## src/rtl/ln_fixed.sv

```systemverilog
// ln_fixed: iterative fixed-point natural logarithm.
//
// x = 2^k * m is found by leading-one range reduction, with m in [1,2).
// ln(m) is then built by shift-add pseudo-division, one step per clock,
// using a table of ln(1+2^-i) constants. The result is ln(x) = k*ln2 + ln(m),
// reduced to the output format and saturated.
//
// Optional build macro:
//   LN_FIXED_ROUND_EN - round to nearest, instead of truncating toward -inf,
//                       when the guard bits are dropped.
//
// Ports:
//   clk        in   rising-edge clock
//   rst        in   synchronous active-high reset
//   enable     in   start request; hold high, drop to abort or release
//   num        in   signed Q(DATA_WIDTH-FIXED_PNT).FIXED_PNT operand x
//   ln_num     out  signed Q(DATA_WIDTH-FIXED_PNT).FIXED_PNT ln(x)
//   data_ready out  result valid, held until enable drops
//   invalid    out  raised with data_ready when x <= 0
module ln_fixed #(
    parameter int unsigned DATA_WIDTH = 16,
    parameter int unsigned FIXED_PNT  = 8,
    parameter int unsigned GUARD      = 4,
    parameter int unsigned ITERATIONS = 12
) (
    input  logic                  clk,
    input  logic                  rst,
    input  logic                  enable,
    input  logic [DATA_WIDTH-1:0] num,
    output logic [DATA_WIDTH-1:0] ln_num,
    output logic                  data_ready,
    output logic                  invalid
);

    localparam int unsigned F     = FIXED_PNT + GUARD;          // internal fraction bits
    localparam int unsigned MW    = F + 2;                      // mantissa / product width
    localparam int unsigned YW    = F + 1;                      // ln(m) accumulator width
    localparam int unsigned PW    = $clog2(DATA_WIDTH);         // leading-one position width
    localparam int unsigned KW    = $clog2(DATA_WIDTH) + 2;     // signed exponent width
    localparam int unsigned IW    = $clog2(ITERATIONS + 1);     // step counter width
    localparam int unsigned NW    = DATA_WIDTH + F;             // normaliser width
    localparam int unsigned ACC_W = DATA_WIDTH + GUARD + 4;     // combine accumulator width
    localparam int unsigned SC    = 56;                         // constant-generation scale

    // ln(1+2^-i) scaled by 2^SC via the alternating series; powers are plain shifts.
    function automatic longint ln1p_pow2(input int unsigned i);
        longint acc;
        longint pw;
        acc = 0;
        pw  = longint'(1) << (SC - i);
        for (int n = 1; n <= 62; n++) begin
            if ((n % 2) == 1) acc = acc + pw / longint'(n);
            else              acc = acc - pw / longint'(n);
            pw = pw >>> i;
        end
        return acc;
    endfunction

    // ln 2 scaled by 2^SC, from ln2 = sum 1/(n*2^n).
    function automatic longint ln2_scaled();
        longint acc;
        longint pw;
        acc = 0;
        pw  = longint'(1) << (SC - 1);
        for (int n = 1; n <= 62; n++) begin
            acc = acc + pw / longint'(n);
            pw  = pw >>> 1;
        end
        return acc;
    endfunction

    // Round a 2^SC-scaled constant to F fraction bits.
    function automatic logic [YW-1:0] to_frac(input longint v);
        longint r;
        r = (v + (longint'(1) << (SC - F - 1))) >>> (SC - F);
        return YW'(r);
    endfunction

    localparam logic [YW-1:0]          LN2      = to_frac(ln2_scaled());
    localparam logic signed [ACC_W-1:0] LN2_EXT  = ACC_W'(LN2);
    localparam logic [MW-1:0]           ONE      = MW'(1) << F;
    localparam logic signed [ACC_W-1:0] SAT_MAX  =
        {{(ACC_W - DATA_WIDTH + 1){1'b0}}, {(DATA_WIDTH - 1){1'b1}}};
    localparam logic signed [ACC_W-1:0] SAT_MIN  =
        {{(ACC_W - DATA_WIDTH + 1){1'b1}}, {(DATA_WIDTH - 1){1'b0}}};
    localparam logic [DATA_WIDTH-1:0]   OUT_MAX  = {1'b0, {(DATA_WIDTH - 1){1'b1}}};
    localparam logic [DATA_WIDTH-1:0]   OUT_MIN  = {1'b1, {(DATA_WIDTH - 1){1'b0}}};

    typedef enum logic [2:0] {
        S_IDLE,
        S_NORM,
        S_ITER,
        S_COMBINE,
        S_DONE
    } state_t;

    // ln(1+2^-i) table, entry 0 unused.
    logic [ITERATIONS:0][YW-1:0] lut;

    assign lut[0] = '0;
    for (genvar g = 1; g <= ITERATIONS; g++) begin : g_lut
        localparam logic [YW-1:0] ENTRY = to_frac(ln1p_pow2(g));
        assign lut[g] = ENTRY;
    end

    state_t                 state, state_nxt;
    logic [DATA_WIDTH-1:0]  x_reg, x_nxt;
    logic [MW-1:0]          m_reg, m_nxt;
    logic [MW-1:0]          p_acc, p_acc_nxt;
    logic [YW-1:0]          y_reg, y_nxt;
    logic signed [KW-1:0]   k_reg, k_nxt;
    logic [IW-1:0]          i_cnt, i_nxt;
    logic [DATA_WIDTH-1:0]  ln_nxt;
    logic                   ready_nxt;
    logic                   invalid_nxt;

    logic                   x_nonpos;
    logic [PW-1:0]          lead_pos;
    logic signed [KW-1:0]   k_norm;
    logic [MW-1:0]          m_norm;
    logic [MW-1:0]          t_step;
    logic                   accept;
    logic signed [ACC_W-1:0] k_ext;
    logic signed [ACC_W-1:0] y_ext;
    logic signed [ACC_W-1:0] r_sum;
    logic signed [ACC_W-1:0] r_red;
    logic [DATA_WIDTH-1:0]  result;

    // Range reduction: leading one of a positive x, exponent and 1.F mantissa.
    always_comb begin
        x_nonpos = x_reg[DATA_WIDTH-1] | (x_reg == '0);
        lead_pos = '0;
        for (int b = 0; b < DATA_WIDTH - 1; b++) begin
            if (x_reg[b]) lead_pos = PW'(b);
        end
        k_norm = signed'(KW'(lead_pos)) - signed'(KW'(FIXED_PNT));
        // Leading one moves from bit p to bit F; low bits may fall off when p > F.
        m_norm = MW'((NW'(x_reg[DATA_WIDTH-2:0]) << F) >> lead_pos);
    end

    // One pseudo-division trial: multiply the running product by (1+2^-i).
    always_comb begin
        t_step = p_acc + (p_acc >> i_cnt);
        accept = (t_step <= m_reg);
    end

    // Final combine: k*ln2 + ln(m), drop guard bits, saturate.
    always_comb begin
        k_ext = ACC_W'(k_reg);
        y_ext = ACC_W'(y_reg);
        r_sum = k_ext * LN2_EXT + y_ext;
`ifdef LN_FIXED_ROUND_EN
        r_sum = r_sum + (ACC_W'(1) << (GUARD - 1));
`endif
        r_red = r_sum >>> GUARD;
        if (r_red > SAT_MAX)      result = OUT_MAX;
        else if (r_red < SAT_MIN) result = OUT_MIN;
        else                      result = r_red[DATA_WIDTH-1:0];
    end

    // State and datapath registers.
    always_ff @(posedge clk) begin
        if (rst) begin
            state      <= S_IDLE;
            x_reg      <= '0;
            m_reg      <= '0;
            p_acc      <= '0;
            y_reg      <= '0;
            k_reg      <= '0;
            i_cnt      <= '0;
            ln_num     <= '0;
            data_ready <= 1'b0;
            invalid    <= 1'b0;
        end else begin
            state      <= state_nxt;
            x_reg      <= x_nxt;
            m_reg      <= m_nxt;
            p_acc      <= p_acc_nxt;
            y_reg      <= y_nxt;
            k_reg      <= k_nxt;
            i_cnt      <= i_nxt;
            ln_num     <= ln_nxt;
            data_ready <= ready_nxt;
            invalid    <= invalid_nxt;
        end
    end

    // Next-state logic; a low enable outside IDLE always returns to IDLE.
    always_comb begin
        state_nxt = state;
        case (state)
            S_IDLE:    if (enable) state_nxt = S_NORM;
            S_NORM: begin
                if (!enable)       state_nxt = S_IDLE;
                else if (x_nonpos) state_nxt = S_DONE;
                else               state_nxt = S_ITER;
            end
            S_ITER: begin
                if (!enable)                         state_nxt = S_IDLE;
                else if (i_cnt == IW'(ITERATIONS))   state_nxt = S_COMBINE;
            end
            S_COMBINE: begin
                if (!enable) state_nxt = S_IDLE;
                else         state_nxt = S_DONE;
            end
            S_DONE:    if (!enable) state_nxt = S_IDLE;
            default:   state_nxt = S_IDLE;
        endcase
    end

    // Datapath and output next values; everything holds unless updated.
    always_comb begin
        x_nxt       = x_reg;
        m_nxt       = m_reg;
        p_acc_nxt   = p_acc;
        y_nxt       = y_reg;
        k_nxt       = k_reg;
        i_nxt       = i_cnt;
        ln_nxt      = ln_num;
        ready_nxt   = data_ready;
        invalid_nxt = invalid;
        case (state)
            S_IDLE: begin
                ready_nxt   = 1'b0;
                invalid_nxt = 1'b0;
                if (enable) x_nxt = num;
            end
            S_NORM: begin
                if (enable) begin
                    if (x_nonpos) begin
                        ln_nxt      = OUT_MIN;
                        ready_nxt   = 1'b1;
                        invalid_nxt = 1'b1;
                    end else begin
                        m_nxt     = m_norm;
                        k_nxt     = k_norm;
                        p_acc_nxt = ONE;
                        y_nxt     = '0;
                        i_nxt     = IW'(1);
                    end
                end
            end
            S_ITER: begin
                if (enable) begin
                    if (accept) begin
                        p_acc_nxt = t_step;
                        y_nxt     = y_reg + lut[i_cnt];
                    end
                    i_nxt = i_cnt + IW'(1);
                end
            end
            S_COMBINE: begin
                if (enable) begin
                    ln_nxt      = result;
                    ready_nxt   = 1'b1;
                    invalid_nxt = 1'b0;
                end
            end
            S_DONE: begin
                if (!enable) begin
                    ready_nxt   = 1'b0;
                    invalid_nxt = 1'b0;
                end
            end
            default: begin
                ready_nxt   = 1'b0;
                invalid_nxt = 1'b0;
            end
        endcase
    end

endmodule

```

## config.mk

```make
export PLATFORM = sky130hd
export DESIGN_NAME = ln_fixed
export DESIGN_NICKNAME = d
export VERILOG_FILES = /design/src/rtl/ln_fixed.sv
export SDC_FILE = /design/constraint.sdc
export NUM_CORES = 1
export LEC_CHECK = 0
export CORE_UTILIZATION = 30
export CTS_CLUSTER_DIAMETER = 60
export DETAILED_ROUTE_END_ITERATION = 16
export HOLD_SLACK_MARGIN = 0.1
export MAX_ROUTING_LAYER = met4
export PLACE_DENSITY = 0.46
export SYNTH_ARGS = -nofsm -noshare
export SYNTH_HDL_FRONTEND = slang
export SYNTH_SLANG_ARGS = --single-unit
```

## constraint.sdc

```tcl
create_clock -name clk -period 6.3 [get_ports clk]
set_input_delay 0.63 -clock clk [delete_from_list [all_inputs] [get_ports clk]]
set_output_delay 0.63 -clock clk [all_outputs]
set_load 0.05 [all_outputs]
```

==> flow_metrics.env, run 1 <==
export IMPL_cts_buffers=9
export IMPL_synth_top_cell_area_share=0.261
export IMPL_status="completed"
export IMPL_wire_per_inst_um=15.3
export IMPL_r2r_start="i_cnt[1]"
export IMPL_die_x_um=160
export IMPL_hold_start="ln_num[14]"
export IMPL_synth_top_area_cell="dfxtp_1"
export IMPL_ys_ff_latch=97
export IMPL_tightestPinTransition_ps=1070
export IMPL_fin_skew_ps=11.7
export IMPL_fmax_ghz=0.184
export IMPL_synth_most_common_cell="nand2_1"
export IMPL_maxCapViolCount=0
export IMPL_synth_edf_count=0
export IMPL_crit_type="reg -> reg"
export IMPL_via_per_inst=5.05
export IMPL_grt_max_degree=41
export IMPL_grtUsageTotal=0.160
export IMPL_period_minus_slack_ps=5450
export IMPL_async_flop_share=0
export IMPL_dp_hpwl_um=15000
export IMPL_die_height_um=160
export IMPL_ys_types=76
export IMPL_place_congestion=0.823
export IMPL_fin_cells=1258
export IMPL_r2r_setup_slack_ps=850
export IMPL_worstRegToRegCells=22
export IMPL_syn2layout_area_growth_pct=12.6
export IMPL_p_sw_frac=0.325
export IMPL_place_ws_ps=553
export IMPL_switching_power_uw=498
export IMPL_syn_area_per_cell_um2=8.13
export IMPL_ys_flop_type="dfxtp_1"
export IMPL_vias=6351
export IMPL_place_inst=1242
export IMPL_h_tree_depth=3
export IMPL_hold_path_class="reg -> reg"
export IMPL_clockPowerShare=0.348
export IMPL_combPwrFrac=0.225
export IMPL_port_buffers=36
export IMPL_drt_iter0_markers=243
export IMPL_fin_total_pwr_mw=1.53
export IMPL_rows=57
export IMPL_synth_commonest_cells="nand2_1, dfxtp_1, a21oi_1, ha_1, nor2_1"
export IMPL_post_cts_setup_buffers=0
export IMPL_timing_rr_end="y_reg[4]"
export IMPL_hold_ws_ps=444
export IMPL_floorplan_initialDensity=0.306
export IMPL_n_antenna_cell=0
export IMPL_fin_ws_ps=852
export IMPL_leakagePower_nw=3.44
export IMPL_seq_power_share=0.427
export IMPL_remaining_drc_errors=0
export IMPL_grt_pass1_wl_um=32000
export IMPL_peakVddDrop_uv=103
export IMPL_syn_nets=1038
export IMPL_setup_viol=0
export IMPL_path_clk_slew_ps=70
export IMPL_drive_gt1_frac=0.0642
export IMPL_synthCells=917
export IMPL_worstPathArrival_ps=5720
export IMPL_hold_violations=0
export IMPL_slew_headroom=0.283
export IMPL_cp_required_ps=6580
export IMPL_die_area_um2=25500
export IMPL_ys_warn_count=0
export IMPL_rsz0062_at_grt="no"
export IMPL_grt_pass1_vias=6151
export IMPL_synth_area_leaders="dfxtp_1, ha_1, a21oi_1, nand2_1, fa_1"
export IMPL_cts_sinks=97
export IMPL_wirelength_um=19200
export IMPL_grt_overflow_total=0
export IMPL_num_nets_final=1050
export IMPL_finalCritPeriodShare=0.865
export IMPL_setup_tns_ps=0
export IMPL_clockBufferDepth=2
export IMPL_syn_area_um2=7450
export IMPL_ios=37
export IMPL_slew_violations=0
export IMPL_coreArea_um2=24300
export IMPL_drt_pass1_iter_count=5
export IMPL_root_buffer="clkbuf_16"
export IMPL_holdPathEnd="ln_num[14]"
export IMPL_start_kind="flip-flop"
export IMPL_path_max_fanout=27
export IMPL_drtAntennaViolNets=0
export IMPL_hold_path_depth=2
export IMPL_grt_antenna_before_repair=0
export IMPL_cts_tree="done"
export IMPL_yosysSeqAreaShare=0.261
export IMPL_p_per_area_nw_per_um2=183
export IMPL_p_int_mw=1.03
export IMPL_insertion_delay_ps=350
export IMPL_crit_path_end_kind="flip-flop"
## area by class of cell
type | instances | area (um^2)
multi-input cells | 712 | 5100
inverters | 64 | 240
repair buffers | 45 | 423
clock buffers | 9 | 225
well taps | 324 | 405
flip-flops and latches | 97 | 1940
fillers | 2586 | 15900
clock inverters | 7 | 52.6
## metrics by stage
step,cell area [um^2],utilization
floorplan,7450,-
global placement,8100,0.333
detailed placement,8100,0.333
CTS,8380,0.345
global route,8390,0.345
finish,8390,0.345
## layer usage
layer  track usage  routed length [um]
met1         0.212                9480
met3        0.0216                 364
met2         0.260                9200
met5             -                   0
met4        0.0363                 161
## kinds of logic after synthesis
kind of cell / share of synthesized area
AOI/OAI and AO/OA: 0.216
and+or+nand+nor: 0.188
adders and majority gates: 0.187
DFF: 0.261
muxes: 0.0547
buffers and inverters: 0.0564
xor gates and xnor gates: 0.0376
## critical path, stage by stage (launching register included)
cell,delay (ps)
dfxtp_2,440
mux2_2,370
mux2i_1,230
nor2_1,60
a21oi_1,180
nand2_1,70
o21ai_1,160
inv_1,70
ha_1,280
a211oi_1,290
o21ai_0,140
a31oi_1,320
o21ai_0,180
a21oi_1,250
xnor2_1,180
ha_1,290
a211oi_1,240
o21ai_0,140
a221o_1,330
a31oi_1,290
o21ai_4,270
or3_1,410
a21oi_1,140
## power groups by stage
stage          clock [mW]  sequential [mW]  combinational (mW)
3_5_place_dp            0            0.669               0.343
2_1_floorplan           0            0.658               0.263
5_1_grt             0.579            0.658               0.388
4_1_cts             0.558            0.654               0.346
6_report            0.534            0.654               0.345
3_3_place_gp            0            0.669               0.346
## layout by cell type (no fill, tap or decap), drive strengths merged, types with 9 or more instances in the layout
| cell | instances |
|---|---|
| a211oi | 16 |
| a21oi | 89 |
| a31oi | 9 |
| buf | 10 |
| clkbuf | 9 |
| clkdlybuf4s50 | 35 |
| dfxtp | 97 |
| fa | 16 |
| ha | 86 |
| inv | 65 |
| mux2i | 28 |
| nand2 | 110 |
| nand3 | 35 |
| nor2 | 69 |
| nor2b | 14 |
| nor3 | 21 |
| o21a | 12 |
| o21ai | 40 |
| o22ai | 10 |
| xnor2 | 24 |
## timing repair
action	in CTS	in global routing
resized for setup	0	5
endpoints found under the setup margin	0	23
hold buffers	0	0
## how the worst max path moves through the flow
stage                     slack (ps)        end     start
after global placement           670   y_reg[9]  i_cnt[1]
final                            850   y_reg[4]  i_cnt[1]
after global routing              90  p_acc[10]  i_cnt[1]
after CTS                        520   p_acc[9]  i_cnt[1]
after detailed placement         550   p_acc[9]  i_cnt[1]
after floorplan                 1270  p_acc[10]  i_cnt[1]
No activity file was read; power rests on OpenSTA's default activity.
==> run 2: changes to the inputs <==
Settings changed: CORE_MARGIN from default to 5.
==> run 2 against run 1 <==
  * Register-to-register slack got worse by 300 ps
  * Combinational power barely moved
  * Final cell count barely moved
  * Wire length barely moved
  * Cell area fell by 0.10%
  * Critical endpoint is now p_acc[3]
  * Highest routed layer unchanged
==> flow_metrics.env, run 2 (synthesis gave the netlist of run 1 again) <==
export IMPL_path_clk_slew_ps=70
export IMPL_fin_skew_ps=9.54
export IMPL_slew_violations=0
export IMPL_grt_max_degree=51
export IMPL_peakVddDrop_uv=90.2
export IMPL_drt_pass1_iter_count=6
export IMPL_grt_overflow_total=0
export IMPL_setup_tns_ps=0
export IMPL_layout_commonest_cell="nand2_1"
export IMPL_drtAntennaViolNets=0
export IMPL_cts_buffers=9
export IMPL_r2r_start="i_cnt[1]"
export IMPL_n_antenna_cell=0
export IMPL_post_cts_setup_buffers=0
export IMPL_leakagePower_nw=3.45
export IMPL_slew_headroom=0.292
export IMPL_hold_start="ln_num[12]"
export IMPL_most_common_layout_cells="nand2_1, dfxtp_1, a21oi_1"
export IMPL_wirelength_um=19200
export IMPL_r2r_setup_slack_ps=550
export IMPL_hold_path_depth=2
export IMPL_combPwrFrac=0.224
export IMPL_floorplan_initialDensity=0.306
export IMPL_cts_resized_gates=0
export IMPL_drive_gt1_frac=0.0588
export IMPL_worstPathArrival_ps=6020
export IMPL_rows=57
export IMPL_ios=37
export IMPL_wire_per_inst_um=15.3
export IMPL_path_max_fanout=13
export IMPL_root_buffer="clkbuf_16"
export IMPL_status="completed"
export IMPL_grt_pass1_vias=6343
export IMPL_hold_ws_ps=443
export IMPL_insertion_delay_ps=350
export IMPL_grt_antenna_before_repair=0
export IMPL_clockBufferDepth=2
export IMPL_grtUsageTotal=0.143
export IMPL_crit_path_end_kind="flip-flop"
export IMPL_rsz0062_at_grt="no"
export IMPL_remaining_drc_errors=0
export IMPL_die_height_um=168
export IMPL_syn2layout_area_growth_pct=12.5
export IMPL_dp_hpwl_um=14900
export IMPL_fill_cells=2635
export IMPL_num_nets_final=1051
export IMPL_vias=6353
export IMPL_cts_sinks=97
export IMPL_fmax_ghz=0.174
export IMPL_hold_path_class="reg -> reg"
export IMPL_cts_tree="done"
export IMPL_die_x_um=168
export IMPL_drt_iter0_markers=300
export IMPL_p_sw_frac=0.311
export IMPL_crit_type="reg -> reg"
export IMPL_grt_pass1_wl_um=32600
export IMPL_setup_viol=0
export IMPL_clockPowerShare=0.348
export IMPL_h_tree_depth=3
export IMPL_seq_power_share=0.427
export IMPL_start_kind="flip-flop"
export IMPL_via_per_inst=5.05
export IMPL_worstRegToRegCells=23
export IMPL_postCtsHoldBufs=0
export IMPL_switching_power_uw=477
export IMPL_port_buffers=36
export IMPL_maxCapViolCount=0
export IMPL_die_area_um2=28100
export IMPL_period_minus_slack_ps=5750
export IMPL_cp_required_ps=6570
export IMPL_place_congestion=0.846
export IMPL_holdPathEnd="ln_num[12]"
export IMPL_finalCritPeriodShare=0.913
export IMPL_p_per_area_nw_per_um2=183
export IMPL_hold_violations=0
export IMPL_tightestPinTransition_ps=1060
export IMPL_p_int_mw=1.06
export IMPL_timing_rr_end="p_acc[3]"
export IMPL_fin_total_pwr_mw=1.53
export IMPL_coreArea_um2=24400
[run 2: through the flow]
step                      setup WS, ps  cells   util  cell area (um^2)
after floorplan                   1270    917      -              7450
after global placement             740   1243  0.332              8110
after detailed placement           620   1243  0.332              8110
after CTS                          564   1259  0.344              8390
after global routing              51.2   1259  0.344              8390
final                              551   1259  0.344              8390
[run 2: final cells by class]
type	count	area, um^2	share of cell area
clock buffers	14	264	0.0315
clock inverters	2	12.5	0.00149
inverters	64	240	0.0286
multi-input cells	712	5090	0.607
flip-flops and latches	97	1940	0.232
well taps	324	405	0.0483
repair buffers	46	430	0.0513
[run 2: power groups by stage]
stage / clock network [mW] / logic (mW) / registers (mW)
floorplan: 0 / 0.263 / 0.658
global placement: 0 / 0.346 / 0.669
detailed placement: 0 / 0.344 / 0.669
CTS: 0.553 / 0.346 / 0.655
global route: 0.576 / 0.386 / 0.658
finish: 0.534 / 0.343 / 0.655
[run 2: worst max-delay path by stage]
stage,endpoint,start,slack (ps)
after floorplan,p_acc[10],i_cnt[1],1270
after global placement,p_acc[5],i_cnt[1],740
after detailed placement,p_acc[3],i_cnt[1],620
after CTS,p_acc[3],i_cnt[1],560
after global routing,p_acc[10],i_cnt[1],50
final,p_acc[3],i_cnt[1],550
[run 2: metal layers]
metal	part of all wire	vias to the layer above	global-route usage
li1	-	3294	-
met5	0	-	-
met4	0.015	0	0.0328
met1	0.49	2960	0.189
met2	0.47	77	0.231
met3	0.029	22	0.0219
[run 2: worst max-delay path, cell delays in order (launching register included)]
cell and delay (ps):
dfxtp_1 560, mux2_2 400, mux2i_1 210, nor2_1 60
a21oi_1 190, nand2_1 70, o21ai_0 170, inv_1 90
ha_1 290, a211oi_1 280, o21ai_0 150, a31oi_1 320
o21ai_0 150, a21oi_1 290, xnor2_1 190, ha_1 290
a211oi_1 230, o21ai_0 130, a221o_1 330, a31oi_1 240
o21a_1 510, buf_4 280, nand3_1 90, a21oi_1 150
==> run 3: changes to the inputs <==
Settings changed: CTS_CLUSTER_SIZE from default to 40.
==> results of run 3 <==
No change in the layout: final DEF, timing and power equal those of run 2.
